==> config.mk <==
export PLATFORM = sky130hd
export DESIGN_NAME = mod_reduce_34
export DESIGN_NICKNAME = d
export VERILOG_FILES = /design/src/rtl/mod_reduce_34.sv
export SDC_FILE = /design/constraint.sdc
export NUM_CORES = 1
export LEC_CHECK = 0
export CAP_MARGIN = 40
export CORE_UTILIZATION = 30
export CTS_CLUSTER_SIZE = 28
export DETAILED_ROUTE_END_ITERATION = 12
export GPL_TIMING_DRIVEN = 0
export HOLD_SLACK_MARGIN = 0.02
export PLACE_DENSITY = 0.47
export SYNTH_ARGS = -nofsm -noshare
export SYNTH_HDL_FRONTEND = slang
export SYNTH_SLANG_ARGS = --single-unit
==> constraint.sdc <==
create_clock -name clk -period 4.23 [get_ports clk]
set_input_delay 1.269 -clock clk [delete_from_list [all_inputs] [get_ports clk]]
set_output_delay 1.269 -clock clk [all_outputs]
set_load 0.1 [all_outputs]
==> src/rtl/mod_reduce_34.sv <==
// Sequential modular reducer: accepts a DATA_W-bit value x and a modulus m over AXI-stream
// handshakes, and returns x mod m after one restoring shift-subtract step per bit of x.
module mod_reduce_34 #(
  parameter int DATA_W = 34,
  parameter int MOD_W  = 17
) (
  input  logic              clk,
  input  logic              rst,
  input  logic [DATA_W-1:0] input_tdata,
  input  logic              input_tvalid,
  output logic              input_tready,
  input  logic [MOD_W-1:0]  modulus,
  output logic [MOD_W-1:0]  output_tdata,
  output logic              output_tuser,
  output logic              output_tvalid,
  input  logic              output_tready
);

  localparam int CNT_W = (DATA_W > 1) ? $clog2(DATA_W) : 1;

  typedef enum logic [1:0] {
    IDLE   = 2'd0,
    REDUCE = 2'd1,
    DONE   = 2'd2
  } state_t;

  state_t              state_r, state_s;
  logic [DATA_W-1:0]   x_r, x_s;
  logic [MOD_W-1:0]    m_r, m_s;
  logic [MOD_W:0]      rem_r, rem_s;
  logic [CNT_W-1:0]    cnt_r, cnt_s;
  logic [MOD_W-1:0]    res_r, res_s;
  logic                err_r, err_s;
  logic [MOD_W:0]      step_s;

  // The remainder stays below m, so the shifted value fits in MOD_W+1 bits without loss.
  function automatic logic [MOD_W:0] reduce_step(input logic [MOD_W:0]   rem,
                                                  input logic             bit_in,
                                                  input logic [MOD_W-1:0] m);
    logic [MOD_W:0] t;
    t = {rem[MOD_W-1:0], bit_in};
    if (t >= {1'b0, m}) begin
      reduce_step = t - {1'b0, m};
    end else begin
      reduce_step = t;
    end
  endfunction

  // Next-state and datapath update for the single in-flight operation.
  always_comb begin
    state_s = state_r;
    x_s     = x_r;
    m_s     = m_r;
    rem_s   = rem_r;
    cnt_s   = cnt_r;
    res_s   = res_r;
    err_s   = err_r;
    step_s  = reduce_step(rem_r, x_r[cnt_r], m_r);
    case (state_r)
      IDLE: begin
        if (input_tvalid) begin
          if (modulus != {MOD_W{1'b0}}) begin
            x_s     = input_tdata;
            m_s     = modulus;
            rem_s   = {(MOD_W+1){1'b0}};
            cnt_s   = CNT_W'(DATA_W - 1);
            state_s = REDUCE;
          end else begin
            res_s   = {MOD_W{1'b0}};
            err_s   = 1'b1;
            state_s = DONE;
          end
        end else begin
          state_s = IDLE;
        end
      end
      REDUCE: begin
        rem_s = step_s;
        if (cnt_r == {CNT_W{1'b0}}) begin
          res_s   = step_s[MOD_W-1:0];
          err_s   = 1'b0;
          state_s = DONE;
        end else begin
          cnt_s   = cnt_r - CNT_W'(1);
          state_s = REDUCE;
        end
      end
      DONE: begin
        if (output_tready) begin
          state_s = IDLE;
        end else begin
          state_s = DONE;
        end
      end
      default: begin
        state_s = IDLE;
      end
    endcase
  end

  // State and datapath registers.
  always_ff @(posedge clk or negedge rst) begin
    if (!rst) begin
      state_r <= IDLE;
      x_r     <= {DATA_W{1'b0}};
      m_r     <= {MOD_W{1'b0}};
      rem_r   <= {(MOD_W+1){1'b0}};
      cnt_r   <= {CNT_W{1'b0}};
      res_r   <= {MOD_W{1'b0}};
      err_r   <= 1'b0;
    end else begin
      state_r <= state_s;
      x_r     <= x_s;
      m_r     <= m_s;
      rem_r   <= rem_s;
      cnt_r   <= cnt_s;
      res_r   <= res_s;
      err_r   <= err_s;
    end
  end

  // Ready is gated by reset so it drops immediately and is up before the first edge after release.
  assign input_tready  = rst & (state_r == IDLE);
  assign output_tvalid = (state_r == DONE);
  assign output_tdata  = res_r;
  assign output_tuser  = err_r;

endmodule

[Word level (Yosys, flattened, before mapping)]
Cells that the tools add are included.
Word-level totals
  input port bits: 55
  register bits after elaboration: 94
Operators by class
  reduce and logical (&&, ||, !) cells: 8
  add/sub/neg operators: 2
  multiplexer cells: 23
  order comparisons: 2
  equality and inequality tests: 7
  bitwise operators: 1
Operator list (number)
  2-to-1 mux 17 bit: 6
  one-hot mux 17 bit (2 select lines): 2
  greater-or-equal comparator 18 x 17 -> 1 bit: 1
  2-to-1 mux 6 bit: 3
  nonzero test 17 bit: 1
  subtractor 17 bit: 1
  one-hot mux 6 bit (2 select lines): 1
  inequality test 2 bit (second input constant): 5
  2-to-1 mux 2 bit: 4
  AND reduction 4 bit: 2
  less-than comparator 6 x 7 -> 1 bit (second input constant): 1
  binary-select mux 1 bit (select 6 bit): 1
  logical NOT 6 bit: 1
  one-hot mux 2 bit (3 select lines): 1
  AND reduction 3 bit: 2
  subtractor 6 x 1 -> 6 bit (second input constant): 1
  2-to-1 mux 1 bit: 4
  == test 2 x 1 -> 1 bit (second input constant): 1
  == test 2 bit (second input constant): 1
  logical NOT 2 bit: 1
  one-hot mux 1 bit (2 select lines): 1
  nonzero test 2 bit: 1
  bitwise AND 1 bit: 1

[Longest topological paths before layout]
  word-level depth: 6
  gate-level depth with buffers: 17

[Least setup slack after synthesis]
OpenSTA, ideal clock, no wires.
  path kind: flip-flop to flip-flop
  start point: register cnt_r[0]
  end point: register res_r[0], in the netlist output_tdata[0]
  setup slack: 668 ps
  path buffers: 2
  arrival time: 3485 ps
  stages on the path, launching flop included: 16
  path through: dfrtp_1 > buf_6 > mux4_1 > mux4_2 > a21oi_1 > o21a_2 > ha_1 > fa_1 > nand2b_1 > a211o_1 > a21boi_2 > o31ai_1 > and2_1 > buf_2 > mux2_4 > o21ai_2
Between the ends
  longest elaborated chain between the ends: 6
Ends and longest elaborated chain
  from (decl): line 31  | logic [CNT_W-1:0] cnt_r, cnt_s;
  from (signal assigned): line 108  | cnt_r <= {CNT_W{1'b0}};
  from (signal assigned): line 116  | cnt_r <= cnt_s;
  binary-select mux 1 bit (select 6 bit): line 58  | step_s = reduce_step(rem_r, x_r[cnt_r], m_r);
  2-to-1 mux 1 bit (implied by the code): line 58
  subtractor 17 bit or greater-or-equal comparator 18 x 17 -> 1 bit (tied branches): line 43, 42
  2-to-1 mux 17 bit: line 42  | if (t >= {1'b0, m}) begin
  2-to-1 mux 17 bit: line 79  | if (cnt_r == {CNT_W{1'b0}}) begin
  one-hot mux 17 bit (2 select lines): line 59  | case (state_r)
  to (signal assigned): line 109  | res_r <= {MOD_W{1'b0}};
  to (signal assigned): line 117  | res_r <= res_s;
  to (decl): line 32  | logic [MOD_W-1:0] res_r, res_s;
Several ways; a longest one is shown, not always the timed one. The select of a mux whose other input is x is not followed.
A chain may end at the register's enable or synchronous reset.

[Worst setup path after layout]
  start point: input rst
  end point: output input_tready
Between the ends
  longest elaborated chain between the ends: 1
Ends and longest elaborated chain
  from (decl): line 8  | input logic rst,
  bitwise AND 1 bit: line 123  | assign input_tready = rst & (state_r == IDLE);
  to (decl): line 11  | output logic input_tready,
No other way between the ends.

==> run metrics <==
CTS sink cnt=94; vias per cell=4.84; first drt pass iteration count=4; reg-to-reg startpoint=cnt_r[0]; initial antenna violation count=0; mean post-synth cell area=10.9 um^2; Synth Flop Type=dfrtp_1; Worst Path Buf+Inv=4; post-route cell area=6630 um^2; Slew HR=56.9%; period utilisation layout=96.3%; Setup violations, final=0; Post-Syn Area=4990 um^2; Root Buffer=clkbuf_16; Num CTS Buffers=9; Slew Viols, Final=0; commonest non-fill, non-tap cell in the layout=dfrtp_1; reg2reg end=output_tdata[14]; via count=3800; grt ovf=0; final hold vios=0; flops & latches, synth=94; first-pass GRT wire length=20200 um; H-tree depth=3; dpl cell area=6330 um^2; Req. time, crit path=2.96 ns; DIE WIDTH=131 um; vias in the first global route=3853; WL/cell=16.2 um; status=finished clean; most frequent CP cell=buf_16; reg-to-reg slack, setup=0.23 ns; Worst Path Max Fanout=51; HPWL Detailed=9810 um; share of layout cells above drive strength 1=20.4%; most frequent cells in the layout=dfrtp_1, clkdlybuf4s50_1, nand2_1; largest net degree at the start of global routing=52; Fmax=245 MHz; Slew @ Worst Pin=0.639 ns; RD Place Congestion=0.873; CTS Buffer Depth=2; CTS resizes=2; Hold EP=output_tdata[7]; effective utilization at floorplan=31.1%; core area=16100 um^2; nets=638; height of the die=131 um; row count=46; delay-heaviest family, CP=buffers and inverters; WHS Path Cells=2; Cell variety after synth=49; CTS clk-pin slew, worst paths=0.07 ns; worst setup path class=primary input to output pin; slack of the critical path=0.156 ns; Worst Setup End Kind=output pin; Buffers on Ports=74; DRC=0; Hold Crit Start=output_tdata[7]; Post-CTS Setup Inserts=0; Synth Warn #=0; Final min period=4.07 ns; CTS tree=yes; ANT nets after route=0; worst slack at placement=-0.189 ns; Syn-to-layout area delta=33.0%; sequential area share after synthesis=47.2%; IO Pins=75; final setup TNS=0 ns; Post-Syn Nets=532; GR Util All Layers=15.9%; worst endpoint data arrival time=2.81 ns; critical path's slowest cell=clkdlybuf4s50_1; crit start category=primary input; FF-to-FF path depth=17; RSZ-0062 raised after global routing=no; number of synthesized flops with an enable pin=0; Max-Cap Viols=0; crit-path max cell delay=0.59 ns; ant diodes=0; worst clock skew=0.00836 ns; die area=17100 um^2; worst hold path type=flop to flop; post-cts hold buffer count=0; drt first-iter violations=130; Mapped Cells=458; Routed WL=12700 um; Worst-Skew Late Latency=0.35 ns; post-synthesis async set-or-reset flop share=100%; Critical Path, Cell by Cell=buf_12 > buf_16 > and2_1 > clkdlybuf4s50_1 > buf_16
worst max-delay path by stage:
| stage | from | to | cells after the start |
|---|---|---|---|
| final | rst | input_tready | 5 |
| after global routing | rst | input_tready | 5 |
| after CTS | rst | input_tready | 5 |
| after detailed placement | rst | input_tready | 5 |
| after global placement | rst | input_tready | 3 |
| after floorplan | cnt_r[0] | output_tdata[0] | 15 |
routing by layer:
layer | global-route usage, % | wire, um | vias up
li1 | - | - | 1856
met4 | 6.02 | 210 | 0
met1 | 20.5 | 5830 | 1839
met2 | 26.5 | 6170 | 90
met3 | 3.22 | 510 | 15
met5 | 0 | 0 | -
stage by stage:
| step | util (%) | hold WS, ns | cells |
|---|---|---|---|
| 5_1_grt | 41.3 | 0.500 | 785 |
| 4_1_cts | 41.2 | 0.485 | 785 |
| 3_3_place_gp | 37.3 | 0.463 | 748 |
| 6_report | 41.3 | 0.476 | 785 |
| 2_1_floorplan | - | 0.470 | 458 |
| 3_5_place_dp | 39.4 | 0.469 | 769 |
cell families after synthesis:
| kind of cell | synth area share [%] |
|---|---|
| AND/OR/NAND/NOR | 10.8 |
| flip-flops | 47.2 |
| AO/OA/AOI/OAI | 12.0 |
| buffers and inverters | 3.36 |
| multiplexers | 18.9 |
| XOR/XNOR | 2.81 |
| adder cells (fa/ha/maj) | 4.92 |
layout make-up:
cell class | count | area, um^2
inverters | 20 | 75.1
well taps | 216 | 270
repair buffers | 95 | 1090
flip-flops and latches | 94 | 2350
plain buffers | 18 | 96.3
fillers | 1562 | 9430
multi-input cells | 326 | 2470
clock inverters | 7 | 50.0
clock buffers | 9 | 225
tightest hold or removal path, delay by kind of cell, from the launching register on:
| kind | cells | cell delay [ns] |
|---|---|---|
| AO/OA/AOI/OAI | 1 | 0.05 |
| AND/OR/NAND/NOR | 1 | 0.04 |
| flip-flops | 1 | 0.34 |
flip-flops by register name, indices dropped and copies added, names as in the netlist:
register	count
rem_r	17
x_r	34
state_r	2
output_tdata	17
output_tuser	1
m_r	17
cnt_r	6
Yosys cell counts, types with 2 or more instances:
cell	instances	area [um^2]
a21oi_1	27	135
nor2_1	19	71.3
a32oi_1	2	17.5
a21o_1	3	22.5
o211ai_1	2	15.0
buf_4	2	15.0
xor2_1	9	78.8
mux4_2	6	135
inv_1	20	75.1
nand4_1	5	31.3
ha_1	18	225
a31oi_1	6	37.5
a211oi_1	2	15.0
mux4_1	3	78.8
o21a_1	3	22.5
xnor2_1	7	61.3
mux2_2	52	586
nor2b_1	5	31.3
buf_2	8	40.0
nand3_1	12	60.1
nor4_1	4	25.0
o21ai_2	2	17.5
o21ai_0	38	190
nor3_1	4	20.0
dfrtp_1	94	2350
a32o_1	2	20.0
nand2_1	54	203
mux2i_1	13	130
and2_1	4	25.0
clkbuf_1	7	26.3
nand2b_1	7	43.8
Power is left out: the tool's default activity adds up to more than one toggle a clock period on the data nets, which glitch-free logic cannot reach.
==> RTL change: new RTL, config.mk and constraints unchanged <==
Change the parameter `DATA_W` from 34 to 38.
--- a/src/rtl/mod_reduce_34.sv
+++ b/src/rtl/mod_reduce_34.sv
@@ -3,3 +3,3 @@
 module mod_reduce_34 #(
-  parameter int DATA_W = 34,
+  parameter int DATA_W = 38,
   parameter int MOD_W  = 17
Interface: changed (resized input_tdata); port bits go from 75 to 79. No check against the original RTL was run, so the function may have changed too.
==> RTL change against the original RTL <==
Worst hold slack lost 0.0030 ns; final area grew 6.2%; first-iteration DRC count rose by 24%; clock skew about the same; synthesized area grew 6.2%; global-route usage rose by 0.62 points; sequential share of layout area down 0.66 points; wire length is 11% higher; setup slack better by 0.081 ns; final cell count increased by 15%; sequential cell count grew 4; fmax increased by 2.0%; synthesized cell count is 22% higher; largest cell class unchanged.
Power is left out: the tool's default activity adds up to more than one toggle a clock period on the data nets, which glitch-free logic cannot reach.
==> RTL change: results (changes against the original RTL) <==
run_status:
  outcome: "finished, final reports clean"
place:
  dp_hpwl_mm: 10.9  # +11%
  io_buffers: 78  # +5.4%
  placed_cells: 883  # +15%
  post-place-ws_ns: -0.0610  # +0.128 ns
  gp_routability_congestion: 0.849  # -2.7%
grt:
  antenna_found_initial: 0  # unchanged
  grt_pass1_vias: 4550  # +18%
  grt_max_degree: 64  # +23%
  grt_pass1_wl_mm: 23.1  # +14%
  gr-usage-all-layers_pct: 16.6  # +0.62 points
timing:
  slew_headroom_pct: 63.7  # +6.8 points
  fin_ws_ns: 0.237  # +0.0808 ns
  finalClockSkew_ns: 0.00833  # -0.0000301 ns
  fin_hold_ws_ns: 0.473  # -0.00296 ns
clock_tree:
  cts-root-buf: "clkbuf_16"
  clk_pin_slew_ns: 0.07  # about the same
  cts_made_buffers: 9  # unchanged
  cts_max_level: 3  # unchanged
  cts_max_path_buffers: 2  # unchanged
  insertion_delay_ns: 0.36
synth:
  yosysSeqAreaShare_pct: 46.3  # -0.88 points
  synth_ff_type: "dfrtp_1"
  ys_top_cells_by_area: "dfrtp_1, nand2_1, ha_1, mux4_2, mux2i_1"
  yosys-top-cells-count: "nand2_1, dfrtp_1, nand3_1, o21ai_1, nor2_1"
  syn_nets: 637  # +20%
  ys_types: 56  # +14%
  synth_cells: 559  # +22%
  yosys_warnings: 0  # unchanged
  ys_async_sr_fraction_pct: 100  # unchanged
layout:
  layout-drive-gt1-share_pct: 13.2  # -7.2 points
  final_cells: 900  # +15%
  largest_reg_flops: 38  # +12%
  nFillCells: 1749  # +12%
  num_antenna_cells: 0  # unchanged
  fin_nets: 748  # +17%
  top_register: "x_r"
setup_path:
  slowest_stage: "clkdlybuf4s50_1"
  r2r_cells: 15  # -2
  critPathMaxStageDelay_ns: 0.50  # -0.09 ns
  r2r_slack_ns: 0.33  # +0.10 ns
  arrival_ns: 2.72  # -0.09 ns
  cp_max_fo: 38  # -25%
  cpLargestDelayFamily: "buffers and inverters"
drt:
  first_pass_iters: 4  # unchanged
  drt_iter0_drc: 161  # +24%
  wire_per_inst_um: 15.7  # -3.0%
  routed_via_density: 4.78  # -1.2%
min_path:
  hold-path-cell-count: 2  # unchanged
  hold_class: "reg2reg"
[RTL change: layout make-up]
| class | instances | area [um2] | area share [%] |
|---|---|---|---|
| buffer | 28 | 155 | 2.20 |
| sequential | 98 | 2450 | 34.8 |
| multi-input combinational | 412 | 2620 | 37.2 |
| clock inverter | 6 | 72.6 | 1.03 |
| inverter | 21 | 78.8 | 1.12 |
| clock buffer | 10 | 239 | 3.39 |
| timing repair buffer | 100 | 1150 | 16.3 |
| tap | 225 | 282 | 4.00 |
[RTL change: timing repair]
item / 4_1_cts / 5_1_grt
resized for setup: 1 / 1
gates cloned: 0 / 1
hold buffers: 0 / 0
pin swaps: 0 / 0
endpoints found under the setup margin: 1 / 3
buffers inserted: 0 / 0
endpoints found under the hold margin: 0 / 0
[RTL change: cell families (layout without fill, tap and decap cells)]
kind of cell               Yosys count  in the layout  share of synthesized area (%)
xor gates and xnor gates            17             17                           2.81
and+or+nand+nor                    235            235                           19.1
buffers and inverters               49            165                           4.42
adders and majority gates           19             19                           4.63
DFF                                 98             98                           46.3
muxes                               42             42                           10.6
AOI/OAI and AO/OA                   99             99                           12.1
[RTL change: final timing paths]
check	to	start
max in group asynchronous	m_r[2]	rst
setup / recovery	input_tready	rst
min in group asynchronous	m_r[8]	rst
hold / removal	x_r[28]	x_r[28]
setup reg to reg	rem_r[11]	cnt_r[0]
hold reg to reg	x_r[28]	x_r[28]
[RTL change: worst reg2reg max path: stages, from the launching register on]
cell      delay [ns]
dfrtp_1         0.32
buf_2           0.27
mux4_2          0.55
a311oi_1        0.32
o211ai_1        0.18
nand3b_1        0.16
ha_1            0.20
fa_1            0.22
nand2b_1        0.16
a21oi_2         0.10
o31a_1          0.34
o211ai_4        0.24
nand2_2         0.14
buf_6           0.20
mux2i_1         0.25
o21ai_0         0.12
[RTL change: per-layer routing]
| metal | global-route usage [%] | up-vias | part of all wire, % |
|---|---|---|---|
| met1 | 19.6 | 2052 | 44 |
| met2 | 29.6 | 87 | 51 |
| met4 | 5.37 | 0 | 1.8 |
| met5 | 0 | - | 0 |
| li1 | - | 2146 | - |
| met3 | 3.75 | 18 | 2.6 |
[RTL change: stage by stage]
step	cell area, um2	TNS, ns
after floorplan	5300	0
after global placement	6360	-190.94
after detailed placement	6700	-0.0610
after CTS	7010	0
after global routing	7040	0
final	7040	0
